==> src/rtl/mito_layer_sequencer.sv <==
// Layer-level strobe sequencer for the MITO datapath: bias/weight/IFM loads, pipeline wait, OFM write.
// Optional busy-cycle counter enabled by defining MITO_SEQ_PERF_EN.
module mito_layer_sequencer #(
  parameter int         WIN_W     = 16,
  parameter int         IFM_ROWS  = 3,
  parameter int         POOL_ROWS = 2,
  parameter int         PIPE_LAT  = 3,
  parameter logic [1:0] CONVOL    = 2'b01,
  parameter logic [1:0] FULLY     = 2'b10,
  parameter logic [1:0] POOL      = 2'b11
) (
  input  logic             clk,
  input  logic             rst_n,
  input  logic             cfg_valid,
  output logic             cfg_ready,
  input  logic [1:0]       cfg_mode,
  input  logic [WIN_W-1:0] cfg_windows,
  input  logic             abort,
  output logic             bias_read,
  output logic             wgt_read,
  output logic [3:0]       ifm_read,
  output logic [1:0]       mode,
  output logic             ofm_write,
  output logic             busy,
  output logic             done,
  output logic             err,
  output logic [31:0]      perf_cycles
);

  localparam int WCW = (PIPE_LAT > 1) ? $clog2(PIPE_LAT) : 1;

  typedef enum logic [2:0] {IDLE, BIAS, WGT, IFM, WAIT, WRITE, DONE} state_t;

  state_t           state_reg, state_next;
  logic [1:0]       row_reg, row_next;
  logic [WCW-1:0]   wcnt_reg, wcnt_next;
  logic [WIN_W-1:0] rem_reg, rem_next;
  logic [1:0]       mode_reg, mode_next;
  logic             err_next;
  logic             handshake;
  logic [1:0]       row_last;
  logic [3:0]       ifm_next;

  logic             cfg_ready_reg, busy_reg, bias_reg, wgt_reg, ofm_reg, done_reg, err_reg;
  logic [3:0]       ifm_reg;

  assign handshake = (state_reg == IDLE) && cfg_ready_reg && cfg_valid && !abort;
  assign row_last  = (mode_reg == POOL) ? 2'(POOL_ROWS - 1) : 2'(IFM_ROWS - 1);

  always_comb begin
    state_next = state_reg;
    row_next   = row_reg;
    wcnt_next  = wcnt_reg;
    rem_next   = rem_reg;
    mode_next  = mode_reg;
    err_next   = 1'b0;
    case (state_reg)
      IDLE: begin
        if (handshake) begin
          if (cfg_mode == 2'b00) begin
            err_next = 1'b1;
          end else begin
            mode_next = cfg_mode;
            rem_next  = cfg_windows;
            row_next  = 2'd0;
            if (cfg_windows == '0)
              state_next = DONE;
            else if (cfg_mode == POOL)
              state_next = IFM;
            else
              state_next = BIAS;
          end
        end
      end
      BIAS: state_next = WGT;
      WGT: begin
        state_next = IFM;
        row_next   = 2'd0;
      end
      IFM: begin
        if (row_reg == row_last) begin
          state_next = WAIT;
          wcnt_next  = '0;
        end else begin
          row_next = row_reg + 2'd1;
        end
      end
      WAIT: begin
        if (wcnt_reg == WCW'(PIPE_LAT - 1))
          state_next = WRITE;
        else
          wcnt_next = wcnt_reg + WCW'(1);
      end
      WRITE: begin
        rem_next = rem_reg - WIN_W'(1);
        // Test before decrementing so a full-scale window count never wraps.
        if (rem_reg == WIN_W'(1)) begin
          state_next = DONE;
        end else if (mode_reg == FULLY) begin
          state_next = WGT;
        end else begin
          state_next = IFM;
          row_next   = 2'd0;
        end
      end
      DONE:    state_next = IDLE;
      default: state_next = IDLE;
    endcase
    if (abort)
      state_next = IDLE;
  end

  // Strobes are decoded from the next state so every output comes straight from a flop.
  generate
    for (genvar gi = 0; gi < 4; gi++) begin : g_ifm
      assign ifm_next[gi] = (state_next == IFM) && (row_next == 2'(gi));
    end
  endgenerate

  always_ff @(posedge clk) begin
    if (!rst_n) begin
      state_reg     <= IDLE;
      row_reg       <= 2'd0;
      wcnt_reg      <= '0;
      rem_reg       <= '0;
      mode_reg      <= 2'b00;
      cfg_ready_reg <= 1'b0;
      busy_reg      <= 1'b0;
      bias_reg      <= 1'b0;
      wgt_reg       <= 1'b0;
      ifm_reg       <= 4'd0;
      ofm_reg       <= 1'b0;
      done_reg      <= 1'b0;
      err_reg       <= 1'b0;
    end else begin
      state_reg     <= state_next;
      row_reg       <= row_next;
      wcnt_reg      <= wcnt_next;
      rem_reg       <= rem_next;
      mode_reg      <= mode_next;
      cfg_ready_reg <= (state_next == IDLE);
      busy_reg      <= (state_next != IDLE);
      bias_reg      <= (state_next == BIAS);
      wgt_reg       <= (state_next == WGT);
      ifm_reg       <= ifm_next;
      ofm_reg       <= (state_next == WRITE);
      done_reg      <= (state_next == DONE);
      err_reg       <= err_next;
    end
  end

`ifdef MITO_SEQ_PERF_EN
  logic [31:0] perf_reg;

  always_ff @(posedge clk) begin
    if (!rst_n)
      perf_reg <= 32'd0;
    else if (handshake)
      perf_reg <= 32'd0;
    else if (busy_reg && (perf_reg != 32'hFFFF_FFFF))
      perf_reg <= perf_reg + 32'd1;
  end

  assign perf_cycles = perf_reg;
`else
  assign perf_cycles = 32'd0;
`endif

  assign cfg_ready = cfg_ready_reg;
  assign busy      = busy_reg;
  assign bias_read = bias_reg;
  assign wgt_read  = wgt_reg;
  assign ifm_read  = ifm_reg;
  assign ofm_write = ofm_reg;
  assign done      = done_reg;
  assign err       = err_reg;
  assign mode      = mode_reg;

endmodule
==> config.mk <==
export PLATFORM = sky130hd
export DESIGN_NAME = mito_layer_sequencer
export DESIGN_NICKNAME = d
export VERILOG_FILES = /design/src/rtl/mito_layer_sequencer.sv
export SDC_FILE = /design/constraint.sdc
export NUM_CORES = 1
export LEC_CHECK = 0
export CORE_UTILIZATION = 50
export CTS_CLUSTER_SIZE = 24
export DETAILED_ROUTE_END_ITERATION = 10
export PLACE_DENSITY = 0.83
export SETUP_SLACK_MARGIN = 0.02
export SYNTH_ARGS = -nofsm -noshare
export SYNTH_HDL_FRONTEND = slang
export SYNTH_SLANG_ARGS = --single-unit
==> constraint.sdc <==
create_clock -name clk -period 4.8 [get_ports clk]
set_clock_uncertainty 0.1 [all_clocks]
set_input_delay 1.44 -clock clk [delete_from_list [all_inputs] [get_ports clk]]
set_output_delay 1.44 -clock clk [all_outputs]
set_load 0.02 [all_outputs]
==> results of run 1 <==
==> final timing paths <==
path           startpoint          end  slack, ns
max                 abort  ifm_read[1]       1.21
min           wcnt_reg[1]  wcnt_reg[1]       0.38
max reg2reg  state_reg[2]  ifm_read[1]       2.47
min reg2reg   wcnt_reg[1]  wcnt_reg[1]       0.38
==> routing by layer <==
metal,vias up,global-route usage,part of all wire,routed length (µm)
met5,-,0,0,0
met4,0,0.07979,0.012,53
met3,6,0.05345,0.081,363
met2,108,0.3265,0.45,2023
met1,848,0.3042,0.46,2050
li1,919,-,-,-
==> cell type report <==
cell class / instances / area (µm²) / area share
inverters: 6 / 22.52 / 0.009317
well taps: 50 / 62.56 / 0.02588
repair buffers: 35 / 347.8 / 0.1439
multi-input cells: 199 / 1174 / 0.4855
flip-flops and latches: 36 / 720.7 / 0.2981
clock buffers: 8 / 90.09 / 0.03727
==> where the power goes <==
| group | switching, W | leakage [nW] | internal (W) |
|---|---|---|---|
| logic | 0.0000576 | 0.578 | 0.0000371 |
| clock network | 0.000103 | 0.0455 | 0.000117 |
| registers | 0.00000746 | 0.292 | 0.000306 |
==> logic make-up (layout without fill, tap and decap cells) <==
kind of cell / count (synthesis) / in the layout / synth area share
flops: 36 / 36 / 0.3476
mux: 2 / 2 / 0.01086
xor+xnor: 1 / 1 / 0.004225
compound gates: 66 / 66 / 0.2088
simple gates: 94 / 94 / 0.2613
fa+ha+maj: 4 / 4 / 0.02294
other cells: 1 / 32 / 0.001809
buf+inv: 46 / 49 / 0.1424
==> cell usage in the layout (no fill, tap or decap), types with 3 or more instances in the layout <==
cell type        netlist  routed
dfxtp_1               36      36
clkdlybuf4s50_1        0      34
conb_1                 1      32
a21oi_1               27      27
nor2_1                18      18
nand2_1               15      15
nor3_1                13      13
nor4_1                 7       7
o21ai_0                7       7
inv_1                  6       6
clkbuf_8               0       6
nor2b_1                4       4
and2_1                 4       4
or2_2                  4       4
nand4_1                4       4
a31oi_1                4       4
nand3_1                4       4
a211oi_1               3       3
or3_1                  3       3
o211ai_1               3       3
ha_1                   3       3
==> worst max-delay path, cell delays in order <==
cell,delay (ns)
clkdlybuf4s50_1,0.52
nand4bb_1,0.33
nor3_1,0.69
and2_1,0.30
o311ai_1,0.18
nor3b_1,0.22
==> through the flow <==
stage	setup WS [ns]	hold WS [ns]	instances	area (µm²)
floorplan	1.928	0.3533	281	2190
global placement	1.013	0.3648	326	2327
detailed placement	0.9983	0.3738	326	2327
CTS	1.225	0.3830	334	2417
global route	1.113	0.4068	334	2417
finish	1.214	0.3790	334	2417
==> flow_metrics.py, run 1 <==
metrics = {
    "detailed_routing": {
        "avgRoutedWirePerCell_um": 13.45,
        "routed_wl_mm": 4.491,
        "firstDrtPassIters": 4,
        "vias": 1881,
        "drcViolationCount": 0,
        "drt_iter0_drc": 186,
        "vias_per_cell": 5.632,
        "ant_nets": 0,
    },
    "logic_synthesis": {
        "ys_ff_latch": 36,
        "syn_area_um2": 2073,
        "synth_seq_area_share": 0.3476,
        "avgSynthCellArea_um2": 8.293,
        "synth-edff-count": 0,
        "synth_top_area_share": 0.3476,
        "yosysMostFrequentCell": "dfxtp_1",
        "synth_area_leaders": "dfxtp_1 35%, buf_4 12%, a21oi_1 6.5%",
        "ys.warnings.count": 0,
        "yosys.cell_types.count": 56,
        "synthFlopType": "dfxtp_1",
        "synth_area_leader_cell": "dfxtp_1",
        "synth_commonest_cells": "36 x dfxtp_1, 32 x buf_4, 27 x a21oi_1",
        "ys_async_sr_fraction": 0,
        "syn_inst": 250,
    },
    "run": {
        "cap_violations": 0,
    },
    "clock_tree": {
        "clock-sinks": 36,
        "post_cts_buffers": 0,
        "path_clk_slew_ns": 0.07,
        "postCtsResizedCells": 0,
        "numCtsBuffers": 5,
        "clockBufferDepth": 2,
        "cts-root-buf": "clkbuf_8",
        "h-tree-depth": 2,
        "hold_buffers": 0,
        "clk_latency_ns": 0.29,
        "cts_tree": "built",
    },
    "sta": {
        "rsz0062_at_grt": "no",
        "hold_viol": 0,
        "setup-tns-final_ns": 0,
        "max-slew-margin-rel": 0.4761,
        "period_share": 0.7472,
        "setup_violations": 0,
        "slew_viol_final": 0,
        "layout_min_cycle_time_ns": 3.586,
        "fmax_mhz": 278.8,
        "tightest_slew_ns": 0.7798,
    },
    "critical_path": {
        "startpoint_type": "input port",
        "reg2regPathDepth": 5,
        "arrival_ns": 3.69,
        "critical_path_class": "in2reg",
        "critPathCaptureType": "flop",
        "crit_fanout": 7,
        "cp.required_ns": 4.90,
    },
    "placement": {
        "io_buffers": 34,
        "routabilityCongestion": 0.8965,
        "dp_hpwl_mm": 3.259,
    },
    "layout": {
        "drive_above_1_share": 0.07394,
        "final_util": 0.6043,
        "largest_reg_flops": 16,
        "n_antenna_cell": 0,
        "nNetsFinal": 308,
        "synthToLayoutAreaGrowth_pct": 16.60,
        "fillers": 355,
    },
    "floorplanning": {
        "die-area_um2": 4408,
        "ios": 67,
        "start_util": 0.5183,
        "placementRows": 23,
        "core_area_um2": 4000,
        "die_w_um": 66.40,
        "die_h_um": 66.40,
    },
    "grt": {
        "grt_pass1_vias": 1550,
        "grt_remaining_overflow": 0,
        "grt_pass1_wl_mm": 7.251,
        "antenna_found_initial": 0,
        "grt_start_max_net_pins": 21,
        "track_usage": 0.2194,
    },
    "pwr": {
        "peakVddDrop_v": 0.0002085,
        "power.leakage_nw": 0.9149,
        "p_total_w": 0.0006278,
        "powerDensity_nw_per_um2": 259.7,
    },
    "run_status": {
        "outcome": "completed",
    },
    "worst_hold_path": {
        "hold_class": "reg2reg",
        "worstHoldPathCells": 2,
    },
}
No activity file was read; power rests on OpenSTA's default activity.
==> run 2, diff against run 1 <==
- CORE_UTILIZATION: 50 -> 46
- PLACE_DENSITY: 0.83 -> 0.77
- clock period: 4.8 -> 3.7 ns (I/O delays scaled with it)
==> run 2 against run 1 <==
Global-route usage is 1.9 points lower. First-iteration DRC count is 38% lower. Power is 30% higher. Sequential share of layout area is 0.21 points lower. Critical path depth stayed put. Design area is 0.72% higher. Core utilization is 4.5 points lower. Non-clock buffer count is 2 higher. Combinational power is 32% higher. Sequential power is 30% higher. Register-to-register slack worse by 1.1 ns.
==> flow_metrics.py, run 2 (synthesized netlist as in run 1, its figures left out) <==
metrics = {
    "clock_tree": {
        "cts_tree": "built",
        "post_cts_buffers": 0,
        "clk_latency_ns": 0.29,
        "h-tree-depth": 2,
        "clock-sinks": 36,
        "path_clk_slew_ns": 0.07,
        "numCtsBuffers": 5,
        "cts-root-buf": "clkbuf_8",
        "hold_buffers": 0,
        "clockBufferDepth": 2,
        "postCtsResizedCells": 0,
    },
    "layout": {
        "mostFrequentLayoutCells": "36 x dfxtp_1, 34 x clkdlybuf4s50_1, 32 x conb_1, 27 x a21oi_1, 18 x nor2_1",
        "layout_commonest_cell": "dfxtp_1",
        "largest_reg_flops": 16,
        "n_antenna_cell": 0,
        "nNetsFinal": 310,
        "drive_above_1_share": 0.08042,
        "synthToLayoutAreaGrowth_pct": 17.44,
    },
    "critical_path": {
        "critPathCaptureType": "flop",
        "slowest_stage": "a221oi_1",
        "critical_path_class": "in2reg",
        "path_cells": "clkdlybuf4s50_1, nand4bb_1, o31ai_1, a21oi_1, a221oi_1, nor3b_1",
        "startpoint_type": "input port",
        "cpPeakStageDelay_ns": 0.57,
        "crit_family": "compound AO/OA/AOI/OAI gates",
        "critical_path_buf_inv_count": 1,
        "cp.required_ns": 3.81,
        "arrival_ns": 3.14,
        "crit_fanout": 7,
    },
    "sta": {
        "slew_viol_final": 0,
        "tightest_slew_ns": 0.6750,
        "worst_slack_ns": 0.6721,
        "rsz0062_at_grt": "no",
        "setup_violations": 0,
        "max-slew-margin-rel": 0.5460,
        "layout_min_cycle_time_ns": 3.028,
        "fmax_mhz": 330.3,
        "hold_viol": 0,
        "setup-tns-final_ns": 0,
        "period_share": 0.8183,
    },
    "detailed_routing": {
        "drcViolationCount": 0,
        "vias": 1896,
        "firstDrtPassIters": 4,
        "ant_nets": 0,
        "vias_per_cell": 5.609,
        "avgRoutedWirePerCell_um": 13.66,
        "routed_wl_mm": 4.617,
        "drt_iter0_drc": 116,
    },
    "worst_hold_path": {
        "hold_class": "reg2reg",
    },
    "run": {
        "cap_violations": 0,
    },
    "grt": {
        "track_usage": 0.2007,
        "grt_pass1_vias": 1748,
        "grt_pass1_wl_mm": 7.886,
        "grt_start_max_net_pins": 21,
        "antenna_found_initial": 0,
        "grt_remaining_overflow": 0,
    },
    "floorplanning": {
        "die_h_um": 69.14,
        "die-area_um2": 4780,
        "placementRows": 24,
        "start_util": 0.4761,
        "die_w_um": 69.14,
        "core_area_um2": 4354,
        "ios": 67,
    },
    "placement": {
        "dp_hpwl_mm": 3.392,
        "io_buffers": 34,
        "post-place-ws_ns": 0.3986,
        "routabilityCongestion": 0.8947,
    },
    "pwr": {
        "peakVddDrop_v": 0.0001786,
        "power.leakage_nw": 0.9240,
        "powerDensity_nw_per_um2": 335.7,
    },
    "run_status": {
        "outcome": "completed",
    },
}
## run 2: final timing paths
kind	cells past startpoint	end	slack (ns)	start
worst max-delay path	6	ifm_read[1]	0.67	abort
worst min-delay path	2	wcnt_reg[1]	0.39	wcnt_reg[1]
worst max register to register	5	rem_reg[15]	1.41	state_reg[2]
worst min register to register	2	wcnt_reg[1]	0.39	wcnt_reg[1]
## run 2: final cells by class
class | count | area (µm²)
flip-flops and latches | 36 | 720.7
inverters | 6 | 22.52
repair buffers | 37 | 362.8
multi-input cells | 199 | 1174
clock buffers | 8 | 90.09
well taps | 52 | 65.06
fillers | 409 | 1919
## run 2: routing by layer
metal  vias to the layer above  track usage  part of all wire
met3                        11      0.03947             0.054
li1                        921            -                 -
met2                        82       0.3172              0.47
met4                         0      0.08844             0.019
met1                       882       0.2649              0.46
met5                         -            0                 0
## run 2: worst min-delay path, delay by kind of cell (launching register included)
family / cells / cell delay (ns)
flip-flops: 1 / 0.31
AO/OA/AOI/OAI: 2 / 0.13
## run 2: through the flow
stage | hold slack (ns) | cells | total power, W | area (µm²) | util
final | 0.3866 | 338 | 0.0008174 | 2435 | 0.5592
after global placement | 0.3689 | 330 | 0.0005370 | 2345 | 0.5385
after floorplan | 0.3533 | 281 | 0.0005189 | 2190 | -
after CTS | 0.3912 | 338 | 0.0008192 | 2435 | 0.5592
after global routing | 0.4298 | 338 | 0.0008490 | 2435 | 0.5592
after detailed placement | 0.3821 | 330 | 0.0005388 | 2345 | 0.5385
## run 2: power breakdown
| group | switching (W) | total (W) | internal, W |
|---|---|---|---|
| Clock | 0.000134 | 0.000286 | 0.000152 |
| Combinational | 0.0000759 | 0.000125 | 0.0000495 |
| Sequential | 0.00000967 | 0.000406 | 0.000397 |
==> run 3, diff against run 2 <==
- clock period: 3.7 -> 2.8 ns (I/O delays scaled with it)
==> run 3 against run 2 <==
Count of clock-buffer cells in the layout fell by 2. Non-clock buffer count rose by 11. Clock power rose by 33%. Design area rose by 3.8%. Hold slack improved by 0.0099 ns. Critical path type unchanged. Critical endpoint is now done. Largest power group unchanged.
==> flow_metrics.py, run 3 (synthesized netlist as in run 1, its figures left out) <==
metrics = {
    "run_status": {
        "outcome": "completed",
    },
    "sta": {
        "worst_slack_ns": 0.2205,
        "layout_min_cycle_time_ns": 2.580,
        "slew_viol_final": 0,
        "tightest_slew_ns": 0.5883,
        "fmax_mhz": 387.7,
        "hold_viol": 0,
        "rsz0062_at_grt": "no",
        "period_share": 0.9213,
        "setup_violations": 0,
        "max-slew-margin-rel": 0.6023,
    },
    "clock_tree": {
        "h-tree-depth": 2,
        "cts-root-buf": "clkbuf_8",
        "cts_tree": "built",
        "clk_latency_ns": 0.29,
        "numCtsBuffers": 5,
        "path_clk_slew_ns": 0.07,
        "clock-sinks": 36,
        "clockBufferDepth": 2,
        "hold_buffers": 0,
    },
    "pwr": {
        "p_total_w": 0.001090,
        "clock_power_share": 0.349,
        "internal_power_w": 0.0007906,
        "power.leakage_nw": 0.9814,
        "peakVddDrop_v": 0.0002688,
        "p_sw_w": 0.0002997,
        "powerDensity_nw_per_um2": 431.6,
        "p_comb_frac": 0.158,
        "pwr-share-seq": 0.492,
        "sw_frac_of_total": 0.2749,
    },
    "floorplanning": {
        "ios": 67,
        "start_util": 0.4761,
        "die-area_um2": 4780,
        "placementRows": 24,
        "die_w_um": 69.14,
        "core_area_um2": 4354,
        "die_h_um": 69.14,
    },
    "grt": {
        "grt_remaining_overflow": 0,
        "grt_start_max_net_pins": 16,
        "antenna_found_initial": 0,
        "track_usage": 0.2018,
        "grt_pass1_wl_mm": 7.810,
        "grt_pass1_vias": 1730,
    },
    "detailed_routing": {
        "vias_per_cell": 5.479,
        "routed_wl_mm": 4.741,
        "avgRoutedWirePerCell_um": 13.58,
        "drt_iter0_drc": 127,
        "vias": 1912,
        "ant_nets": 0,
        "drcViolationCount": 0,
        "firstDrtPassIters": 4,
    },
    "layout": {
        "n_antenna_cell": 0,
        "mostFrequentLayoutCells": "36 x dfxtp_1, 34 x clkdlybuf4s50_1, 32 x conb_1, 27 x a21oi_1, 18 x nor2_1",
        "final_util": 0.5802,
        "largest_reg_flops": 16,
        "nNetsFinal": 321,
        "drive_above_1_share": 0.1246,
        "synthToLayoutAreaGrowth_pct": 21.85,
        "fin_area_um2": 2526,
        "instances_no_fill": 349,
        "layout_commonest_cell": "dfxtp_1",
    },
    "critical_path": {
        "cpPeakStageDelay_ns": 0.44,
        "crit_fanout": 5,
        "critical_path_buf_inv_count": 1,
        "slowest_stage": "clkdlybuf4s50_1",
        "startpoint_type": "input port",
        "reg2regPathDepth": 5,
        "path_cells": "clkdlybuf4s50_1, nand4bb_1, or3_1, nor2_1, and3b_1, nor3_1",
        "critical_path_class": "in2reg",
        "crit_family": "simple AND/OR/NAND/NOR gates",
        "arrival_ns": 2.68,
        "r2r-end": "rem_reg[15]",
        "critPathCaptureType": "flop",
        "cp.required_ns": 2.90,
        "r2r_setup_slack_ns": 0.47,
        "reg2reg_from": "state_reg[2]",
    },
    "placement": {
        "dp_cells": 341,
        "io_buffers": 34,
        "dpl_cell_area_um2": 2427,
        "post-place-ws_ns": -0.1888,
        "routabilityCongestion": 0.8478,
        "dp_hpwl_mm": 3.483,
    },
    "worst_hold_path": {
        "hold_class": "reg2reg",
        "hold_start": "wcnt_reg[0]",
        "worstHoldPathCells": 2,
        "min_to": "wcnt_reg[0]",
    },
    "run": {
        "cap_violations": 0,
    },
}
run 3: cell count changes in the layout (fill, tap and decap cells not counted):
cell,previous run,this run
nor4_1,7,6
clkinv_2,0,2
clkbuf_1,2,0
nor4_2,0,1
buf_4,3,14
run 3: worst max-delay path by stage:
stage | slack, ns | cells past startpoint | startpoint | end
after detailed placement | -0.19 | 6 | cfg_windows[3] | busy
after global routing | 0.11 | 7 | cfg_windows[3] | bias_read
final | 0.22 | 6 | abort | done
after floorplan | 0.53 | 6 | abort | done
after CTS | 0.10 | 7 | cfg_windows[3] | ifm_read[3]
after global placement | -0.21 | 7 | cfg_windows[3] | ifm_read[1]
run 3: repair_timing:
action                     4_1_cts  5_1_grt
gates resized for setup          0        1
buffers inserted                 0        0
setup endpoints to repair        0        3
run 3: routing by layer:
metal / vias up / GRT usage / part of all wire
li1: 943 / - / -
met1: 879 / 0.2578 / 0.45
met2: 81 / 0.3312 / 0.47
met3: 9 / 0.03801 / 0.056
met4: 0 / 0.08617 / 0.017
met5: - / 0 / 0
run 3: worst min-delay path: stages (launching register included):
cell and delay (ns):
dfxtp_1 0.32, o21ai_0 0.07, a21oi_1 0.06
run 3: through the flow:
| stage | setup TNS (ns) | hold slack, ns |
|---|---|---|
| floorplan | 0 | 0.3533 |
| global placement | -1.394 | 0.3669 |
| detailed placement | -1.412 | 0.3832 |
| CTS | 0 | 0.3929 |
| global route | 0 | 0.4279 |
| finish | 0 | 0.3966 |
run 3: cell type report:
type / instances / area (µm²)
fill: 397 / 1828
multi-input combinational: 199 / 1180
sequential: 36 / 720.7
timing repair buffer: 48 / 445.4
clock buffer: 6 / 82.58
tap: 52 / 65.06
inverter: 6 / 22.52
clock inverter: 2 / 10.01
run 3: power groups by stage:
stage,registers (W),logic [W],clock network [W]
final,0.000537,0.000172,0.000381
after floorplan,0.000549,0.000137,0
after detailed placement,0.000548,0.000169,0
after global routing,0.000538,0.000186,0.000406
after global placement,0.000547,0.000168,0
after CTS,0.000536,0.000170,0.000394
